**config.mk**
```make
export PLATFORM = sky130hd
export DESIGN_NAME = egg_timer_sequencer
export DESIGN_NICKNAME = d
export VERILOG_FILES = /design/src/rtl/egg_timer_sequencer.sv
export SDC_FILE = /design/constraint.sdc
export NUM_CORES = 1
export LEC_CHECK = 0
export CAP_MARGIN = 10
export CORE_AREA = 3 3 74 76
export DETAILED_ROUTE_END_ITERATION = 6
export DIE_AREA = 0 0 77 79
export PLACE_DENSITY = 0.72
export SYNTH_ARGS = -nofsm -noshare
export SYNTH_HDL_FRONTEND = slang
export SYNTH_SLANG_ARGS = --single-unit
```
**constraint.sdc**
```tcl
create_clock -name clk -period 2.33 [get_ports clk]
set_input_delay 0.233 -clock clk [delete_from_list [all_inputs] [get_ports clk]]
set_output_delay 0.233 -clock clk [all_outputs]
set_load 0.02 [all_outputs]
```
**src/rtl/egg_timer_sequencer.sv**
```systemverilog
// Egg timer countdown controller: holds the mm:ss setting, counts it
// down on 1 Hz ticks taken from the divider output, raises a timed alarm.
//
// Ports:
//   clk        system clock
//   reset      asynchronous, active-high reset
//   startStop  pulse: start / pause / resume / acknowledge alarm
//   clear      pulse: back to 00:00 IDLE from any state
//   incMinute  pulse: minutes +1 (wraps above MAX_MINUTES)
//   incSecond  pulse: seconds +1 (wraps above 59, no carry)
//   divClk     divider square-wave output, same clock domain
//   divEnable  divider write enable, high in RUN and ALARM
//   minutes    current minutes value
//   seconds    current seconds value
//   state      IDLE=0 SET=1 RUN=2 PAUSE=3 ALARM=4
//   alarm      high while in ALARM

module egg_timer_sequencer #(
    parameter int MAX_MINUTES   = 99,
    parameter int ALARM_SECONDS = 30
) (
    input  logic       clk,
    input  logic       reset,
    input  logic       startStop,
    input  logic       clear,
    input  logic       incMinute,
    input  logic       incSecond,
    input  logic       divClk,
    output logic       divEnable,
    output logic [6:0] minutes,
    output logic [5:0] seconds,
    output logic [2:0] state,
    output logic       alarm
);

    typedef enum logic [2:0] {
        ST_IDLE  = 3'd0,
        ST_SET   = 3'd1,
        ST_RUN   = 3'd2,
        ST_PAUSE = 3'd3,
        ST_ALARM = 3'd4
    } state_t;

    localparam logic [6:0] MAX_MIN   = 7'(MAX_MINUTES);
    localparam logic [7:0] ALARM_CNT = 8'(ALARM_SECONDS);

    state_t     state_q, state_d;
    logic [6:0] min_q, min_d;
    logic [5:0] sec_q, sec_d;
    logic [7:0] cnt_q, cnt_d;
    logic       prev_q;
    logic       diven_q;
    logic       alarm_q;

    logic       tick;
    logic [6:0] min_inc;
    logic [5:0] sec_inc;
    logic [7:0] cnt_inc;
    logic [6:0] ed_min;
    logic [5:0] ed_sec;
    logic [6:0] dec_min;
    logic [5:0] dec_sec;

    assign tick    = divClk & ~prev_q;
    assign min_inc = (min_q == MAX_MIN) ? 7'd0 : min_q + 7'd1;
    assign sec_inc = (sec_q == 6'd59) ? 6'd0 : sec_q + 6'd1;
    assign cnt_inc = cnt_q + 8'd1;

    // One-second decrement with borrow from minutes.
    always_comb begin
        dec_min = min_q;
        dec_sec = sec_q;
        if (sec_q != 6'd0) begin
            dec_sec = sec_q - 6'd1;
        end else if (min_q != 7'd0) begin
            dec_min = min_q - 7'd1;
            dec_sec = 6'd59;
        end
    end

    // Only one increment is applied; incMinute outranks incSecond.
    always_comb begin
        ed_min = min_q;
        ed_sec = sec_q;
        if (incMinute) begin
            ed_min = min_inc;
        end else begin
            ed_sec = sec_inc;
        end
    end

    always_comb begin
        state_d = state_q;
        min_d   = min_q;
        sec_d   = sec_q;
        cnt_d   = cnt_q;
        if (clear) begin
            state_d = ST_IDLE;
            min_d   = 7'd0;
            sec_d   = 6'd0;
            cnt_d   = 8'd0;
        end else begin
            unique case (state_q)
                ST_IDLE, ST_SET, ST_PAUSE: begin
                    // startStop in IDLE is swallowed, and so are
                    // any lower-priority increments alongside it.
                    if (startStop) begin
                        if (state_q != ST_IDLE) begin
                            state_d = ST_RUN;
                        end
                    end else if (incMinute || incSecond) begin
                        min_d = ed_min;
                        sec_d = ed_sec;
                        if (ed_min == 7'd0 && ed_sec == 6'd0) begin
                            state_d = ST_IDLE;
                        end else if (state_q == ST_IDLE) begin
                            state_d = ST_SET;
                        end
                    end
                end
                ST_RUN: begin
                    if (startStop) begin
                        state_d = ST_PAUSE;
                    end else if (tick) begin
                        min_d = dec_min;
                        sec_d = dec_sec;
                        if (dec_min == 7'd0 && dec_sec == 6'd0) begin
                            state_d = ST_ALARM;
                            cnt_d   = 8'd0;
                        end
                    end
                end
                ST_ALARM: begin
                    if (startStop) begin
                        state_d = ST_IDLE;
                        min_d   = 7'd0;
                        sec_d   = 6'd0;
                        cnt_d   = 8'd0;
                    end else if (tick) begin
                        cnt_d = cnt_inc;
                        if (cnt_inc == ALARM_CNT) begin
                            state_d = ST_IDLE;
                            cnt_d   = 8'd0;
                        end
                    end
                end
                default: begin
                    state_d = ST_IDLE;
                    min_d   = 7'd0;
                    sec_d   = 6'd0;
                    cnt_d   = 8'd0;
                end
            endcase
        end
    end

    // Outputs are registered from the next state so they line up
    // with the state register without a decode after the flops.
    always_ff @(posedge clk or posedge reset) begin
        if (reset) begin
            state_q <= ST_IDLE;
            min_q   <= 7'd0;
            sec_q   <= 6'd0;
            cnt_q   <= 8'd0;
            prev_q  <= 1'b0;
            diven_q <= 1'b0;
            alarm_q <= 1'b0;
        end else begin
            state_q <= state_d;
            min_q   <= min_d;
            sec_q   <= sec_d;
            cnt_q   <= cnt_d;
            prev_q  <= divClk;
            diven_q <= (state_d == ST_RUN) || (state_d == ST_ALARM);
            alarm_q <= (state_d == ST_ALARM);
        end
    end

    assign divEnable = diven_q;
    assign minutes   = min_q;
    assign seconds   = sec_q;
    assign state     = state_q;
    assign alarm     = alarm_q;

endmodule

```
### Word level (Yosys, flattened, before mapping)

Cells that the tools add are included.

* eq/ne operators: 17
* mux-type cells: 43
* add/sub/neg operators: 5
* reduce and logical (&&, ||, !) cells: 15
* bitwise gates (word level): 2

Operators by type and width (number)
* 7-bit two-way mux: 10
* 6-bit two-way mux: 10
* 8-bit two-way mux: 7
* 3-bit two-way mux: 12
* 8-bit case mux with 3 select lines: 1
* 7-bit case mux with 3 select lines: 1
* 3-bit != test, second input constant: 6
* 6-bit case mux with 3 select lines: 1
* 7-bit logical NOT: 2
* 6-bit logical NOT: 2
* 5-bit AND reduction: 2
* 3-bit by 2-bit == test with 1-bit output, second input constant: 3
* 3-bit case mux with 3 select lines: 1
* 8-bit by 1-bit adder with 8-bit output, second input constant: 1
* 8-bit by 5-bit == test with 1-bit output, second input constant: 1
* 7-bit by 1-bit adder with 7-bit output, second input constant: 1
* 7-bit == test, second input constant: 1
* 7-bit nonzero test: 1
* 7-bit by 1-bit subtractor with 7-bit output, second input constant: 1
* 6-bit by 1-bit adder with 6-bit output, second input constant: 1
* 3-bit == test, second input constant: 2
* 6-bit == test, second input constant: 1
* 6-bit nonzero test: 1
* 6-bit by 1-bit subtractor with 6-bit output, second input constant: 1
* 10 further kinds: 12

* word-level logic and storage cells: 89
* bits in registers: 27
* input port bits: 7
* output and inout bits: 18

### Depth between registers and ports, before layout

Gate-level depths: netlist of run 1.

* word-level depth: 12
* depth in mapped cells: 10
* gate-level depth less buffers: 9

### Least setup slack after synthesis of run 1

No wires, ideal clock.

* kind: flip-flop to flip-flop
* start: register min_q[0], in the netlist minutes[0]
* end: register cnt_q[5]
* path buffers: 1
* required time: 2.208 ns
* period minus slack after synthesis: 2.667 ns
* setup time: 0.122 ns
* cell stages (with the launch flop): 11
* data arrival time: 2.545 ns
* slack: -0.337 ns
* cells stage by stage: dfrtp_1 -> clkbuf_1 -> inv_1 -> ha_1 -> nor4b_4 -> and2_1 -> a311oi_1 -> nand4b_2 -> nor3_4 -> or2_2 -> a32o_1

* longest elaborated chain between the ends: 7
* elaborated cells between the ends (all ways): 11
* classes of those cells: add/sub: 1; eq/ne: 1; mux: 4; reduce/logical: 5

RTL lines
* from (decl): line 48 `logic [6:0] min_q, min_d;`
* from (signal assigned): line 170 `min_q <= min_d;`
* 7-bit by 1-bit subtractor with 7-bit output / 7-bit nonzero test (equally long branches): line 76, 75
* 7-bit two-way mux / 6-bit two-way mux (equally long branches): line 75 `end else if (min_q != 7'd0) begin`
* 7-bit two-way mux / 6-bit two-way mux (equally long branches): line 73 `if (sec_q != 6'd0) begin`
* 7-bit logical NOT / 6-bit logical NOT (equally long branches): line 127 `if (dec_min == 7'd0 && dec_sec == 6'd0) begin`
* 1-bit logical AND (*): line 127
* 3-bit != test (no source line) (*)
* 5-bit AND reduction (no source line) (*)
* to (signal assigned): line 172 `cnt_q <= cnt_d;`
* to (decl): line 50 `logic [7:0] cnt_q, cnt_d;`

Mark *: on every way between the ends. The rest lies on a longest branch, timed or not.
A chain may end at the register's enable or synchronous reset.

### Final worst setup path of run 1

* start: register sec_q[1], in the netlist seconds[1]
* end: register cnt_q[4]

* longest elaborated chain between the ends: 6
* elaborated cells between the ends (all ways): 10
* classes of those cells: add/sub: 1; eq/ne: 1; mux: 3; reduce/logical: 5

RTL lines
* from (decl): line 49 `logic [5:0] sec_q, sec_d;`
* from (signal assigned): line 163 `sec_q <= 6'd0;`
* from (signal assigned): line 171 `sec_q <= sec_d;`
* 6-bit by 1-bit subtractor with 6-bit output, or another cell as far along: line 74 `dec_sec = sec_q - 6'd1;`
* 6-bit two-way mux / 7-bit two-way mux (equally long branches): line 73
* 6-bit logical NOT / 7-bit logical NOT (equally long branches): line 127
* 1-bit logical AND (*): line 127
* 3-bit != test (no source line) (*)
* 5-bit AND reduction (no source line) (*)

Marks and branches as above.

==> impl_metrics.env, run 1 <==
export IMPL_status="finished, final reports clean"
export IMPL_start_util_pct=50.22
export IMPL_grt_overflow=0
export IMPL_grt_max_degree=28
export IMPL_path_max_fanout=6
export IMPL_synth_seq_cells=27
export IMPL_io_pins=25
export IMPL_via_per_inst=6.306
export IMPL_synth_edf_count=0
export IMPL_syn_num_nets=322
export IMPL_synthArstFlopShare_pct=100.0
export IMPL_setup_tns_final_ps=0
export IMPL_fp_dieW_um=77
export IMPL_drv_slew=0
export IMPL_grt_pass1_wl_mm=12.65
export IMPL_ir_drop_mv=0.4830
export IMPL_clkTransAtPathRegs_ps=110
export IMPL_synth_cell_types=62
export IMPL_synth_warnings=0
export IMPL_first_global_vias=2500
export IMPL_endpoint_kind="flop"
export IMPL_crit_path_start_kind="flop"
export IMPL_netlist_area_sq_um=2404
export IMPL_tightest_slew_ps=511.7
export IMPL_synthFlopType="dfrtp_1"
export IMPL_track_usage_pct=26.01
export IMPL_finalHoldViolCount=0
export IMPL_core_area_sq_um=4786
export IMPL_drt_wl_total_mm=7.944
export IMPL_dieHeight_um=79
export IMPL_cts_tree="done"
export IMPL_multi_input_area_sq_um=1707
export IMPL_ctsHtreeMaxLevel=1
export IMPL_regArea_sq_um=679.4
export IMPL_finalWorstSetupSlack_ps=12.03
export IMPL_slew_headroom_pct=65.62
export IMPL_p_total_w=0.002241
export IMPL_finalNetCount=401
export IMPL_seq_area_frac_synth_pct=28.11
export IMPL_vias=2863
export IMPL_reg2reg_depth=10
export IMPL_p_per_area_nw_per_um2=664.8
export IMPL_rows=25
export IMPL_cts_made_buffers=3
export IMPL_fmax_ghz=0.4314
export IMPL_hold_buffers=0
export IMPL_drtAntennaViolNets=0
export IMPL_skew_ps=3.574
export IMPL_drtIter0Drc=278
export IMPL_hold_path_class="input port to async pin"
export IMPL_cts_root_buffer="clkbuf_8"
export IMPL_critical_path_class="flop to flop"
export IMPL_leakagePower_nw=1.428
export IMPL_numPortBuffers=24
export IMPL_pre_cts_ws_ps=-85.25
export IMPL_syn2layout_area_growth_pct=40.24
export IMPL_gp_congestion=1.028
export IMPL_first_pass_iters=5
export IMPL_timing_final_crit_period_ps=2318
export IMPL_syn_avg_cell_area_sq_um=7.778
export IMPL_n_antenna_cell=0
export IMPL_antenna_found_initial=0
export IMPL_syn_inst=309
export IMPL_cts_buffer_depth=2
export IMPL_ff2ff_setup_slack_ps=10
export IMPL_required_ps=2510
export IMPL_die_area_sq_um=6083
export IMPL_worstReg2RegStart="seconds[1]"
export IMPL_finalSetupViolCount=0
export IMPL_worstPathArrival_ps=2500
export IMPL_r2r_end="cnt_q[4]"
export IMPL_cap_violations=0
export IMPL_drc=0
export IMPL_post_route_cells_drive_above_1_share_pct=29.20
export IMPL_finalCritPeriodShare_pct=99.48
export IMPL_dp_hpwl_mm=5.890
export IMPL_clk_latency_ps=280
export IMPL_rsz0062_at_grt="yes"
export IMPL_fillers=371
export IMPL_wl_per_cell_um=17.50
export IMPL_cts_sinks=27
==> cells by family after synthesis <==
family	Yosys count	synth area share, %
and+or+nand+nor	130	30.14
AOI/OAI and AO/OA	103	29.93
buffers and inverters	36	5.986
DFF	27	28.11
adders and majority gates	6	3.123
xor gates and xnor gates	4	1.458
muxes	3	1.249
==> worst max-delay path by stage <==
stage                    start         to  slack, ps  cells after the start
CTS                 seconds[0]   cnt_q[2]         -4                     11
detailed placement   incMinute  divEnable        -90                      8
floorplan           minutes[0]   cnt_q[2]          1                     10
global placement     incMinute  divEnable        -30                      8
finish              seconds[1]   cnt_q[4]         10                     10
global route        seconds[1]   cnt_q[4]        -70                     10
==> cell type report <==
class / count / area share (%)
clock buffer: 3 / 1.225
clock inverter: 1 / 0.2227
inverter: 14 / 1.559
multi-input combinational: 246 / 50.63
sequential: 27 / 20.16
tap: 67 / 2.487
timing repair buffer: 96 / 23.72
==> cell usage after synthesis (7+ instances only) <==
master / count / area, sq um
nor3_1: 14 / 70.07
inv_1: 14 / 52.55
buf_2: 7 / 35.03
o21ai_0: 24 / 120.1
clkbuf_1: 15 / 56.30
a21oi_1: 17 / 85.08
nor2_1: 24 / 90.09
nand3_1: 16 / 80.08
nand4_1: 8 / 50.05
nand2_1: 28 / 105.1
dfrtp_1: 27 / 675.7
==> per-stage QoR <==
step | utilization (%) | hold slack, ps | cell area, sq um | cells
after floorplan | - | 264.4 | 2457 | 309
after global placement | 65.73 | 497.6 | 3146 | 440
after detailed placement | 65.73 | 505.5 | 3146 | 440
after CTS | 67.11 | 323.2 | 3212 | 445
after global routing | 70.43 | 350.5 | 3371 | 454
final | 70.43 | 311.5 | 3371 | 454
==> where the power goes <==
part	internal [W]	switching, W	total (W)
Sequential	0.000503	0.0000325	0.000535
Clock	0.000122	0.000170	0.000292
Combinational	0.000693	0.000721	0.00141
==> per-layer routing <==
metal / global-route usage (%) / vias up / part of all wire [%]
met3: 2.948 / 16 / 9.2
met1: 38.07 / 1374 / 44
met4: 8.363 / 0 / 2.1
li1: - / 1320 / -
met5: 0 / - / 0
met2: 40.07 / 153 / 45
==> worst max-delay path, cell delays in order, from the launching register on <==
cell and delay [ps]:
dfrtp_2 420, inv_2 80, ha_4 150, or3b_4 390
xnor2_2 150, a21oi_2 190, nand4b_4 150, nor3_4 260
buf_6 150, o2bb2ai_1 60, a22o_1 230
==> placed cells by master (no fill, tap or decap), types with 3 or more instances in the layout <==
master           instances
nand2_1                 28
nand2b_1                 5
clkbuf_8                 3
inv_2                    4
a22o_1                   4
dfrtp_1                 24
nand3_1                 15
o31ai_1                  5
dfrtp_2                  3
o21bai_1                 3
a31oi_1                  4
a32o_1                   3
buf_4                   67
nor2b_1                  6
o21ai_0                 21
o211ai_1                 3
inv_1                   10
a211oi_1                 3
nor3_2                   3
nor3_1                  12
and3_1                   4
mux2i_1                  3
o2bb2ai_1                4
ha_1                     4
nand4_1                  8
a31o_2                   3
buf_6                    5
a21oi_1                 16
nor2_1                  24
nand3b_1                 3
clkdlybuf4s50_1         24
o21ai_1                  3
==> state kept, by name, indices dropped and copies added, names as in the netlist <==
name and flops:
state 3, divEnable 1, prev_q 1, minutes 7
seconds 6, cnt_q 8, alarm 1
==> timing repair <==
action | in CTS | in global routing
endpoints found under the setup margin | 5 | 10
buffers inserted | 1 | 9
gates resized for setup | 4 | 21
pin swaps | 2 | 15
Note: power is estimated with default switching activity, not from simulation.
==> run 2: changes to the inputs <==
--- a/config.mk
+++ b/config.mk
@@ -7,6 +7,7 @@
 export LEC_CHECK = 0
 export CAP_MARGIN = 10
 export CORE_AREA = 3 3 74 76
+export CTS_CLUSTER_DIAMETER = 150
 export DETAILED_ROUTE_END_ITERATION = 6
 export DIE_AREA = 0 0 77 79
 export PLACE_DENSITY = 0.72
==> results of run 2 <==
The final DEF is identical to that of run 1; final timing and power are the same.
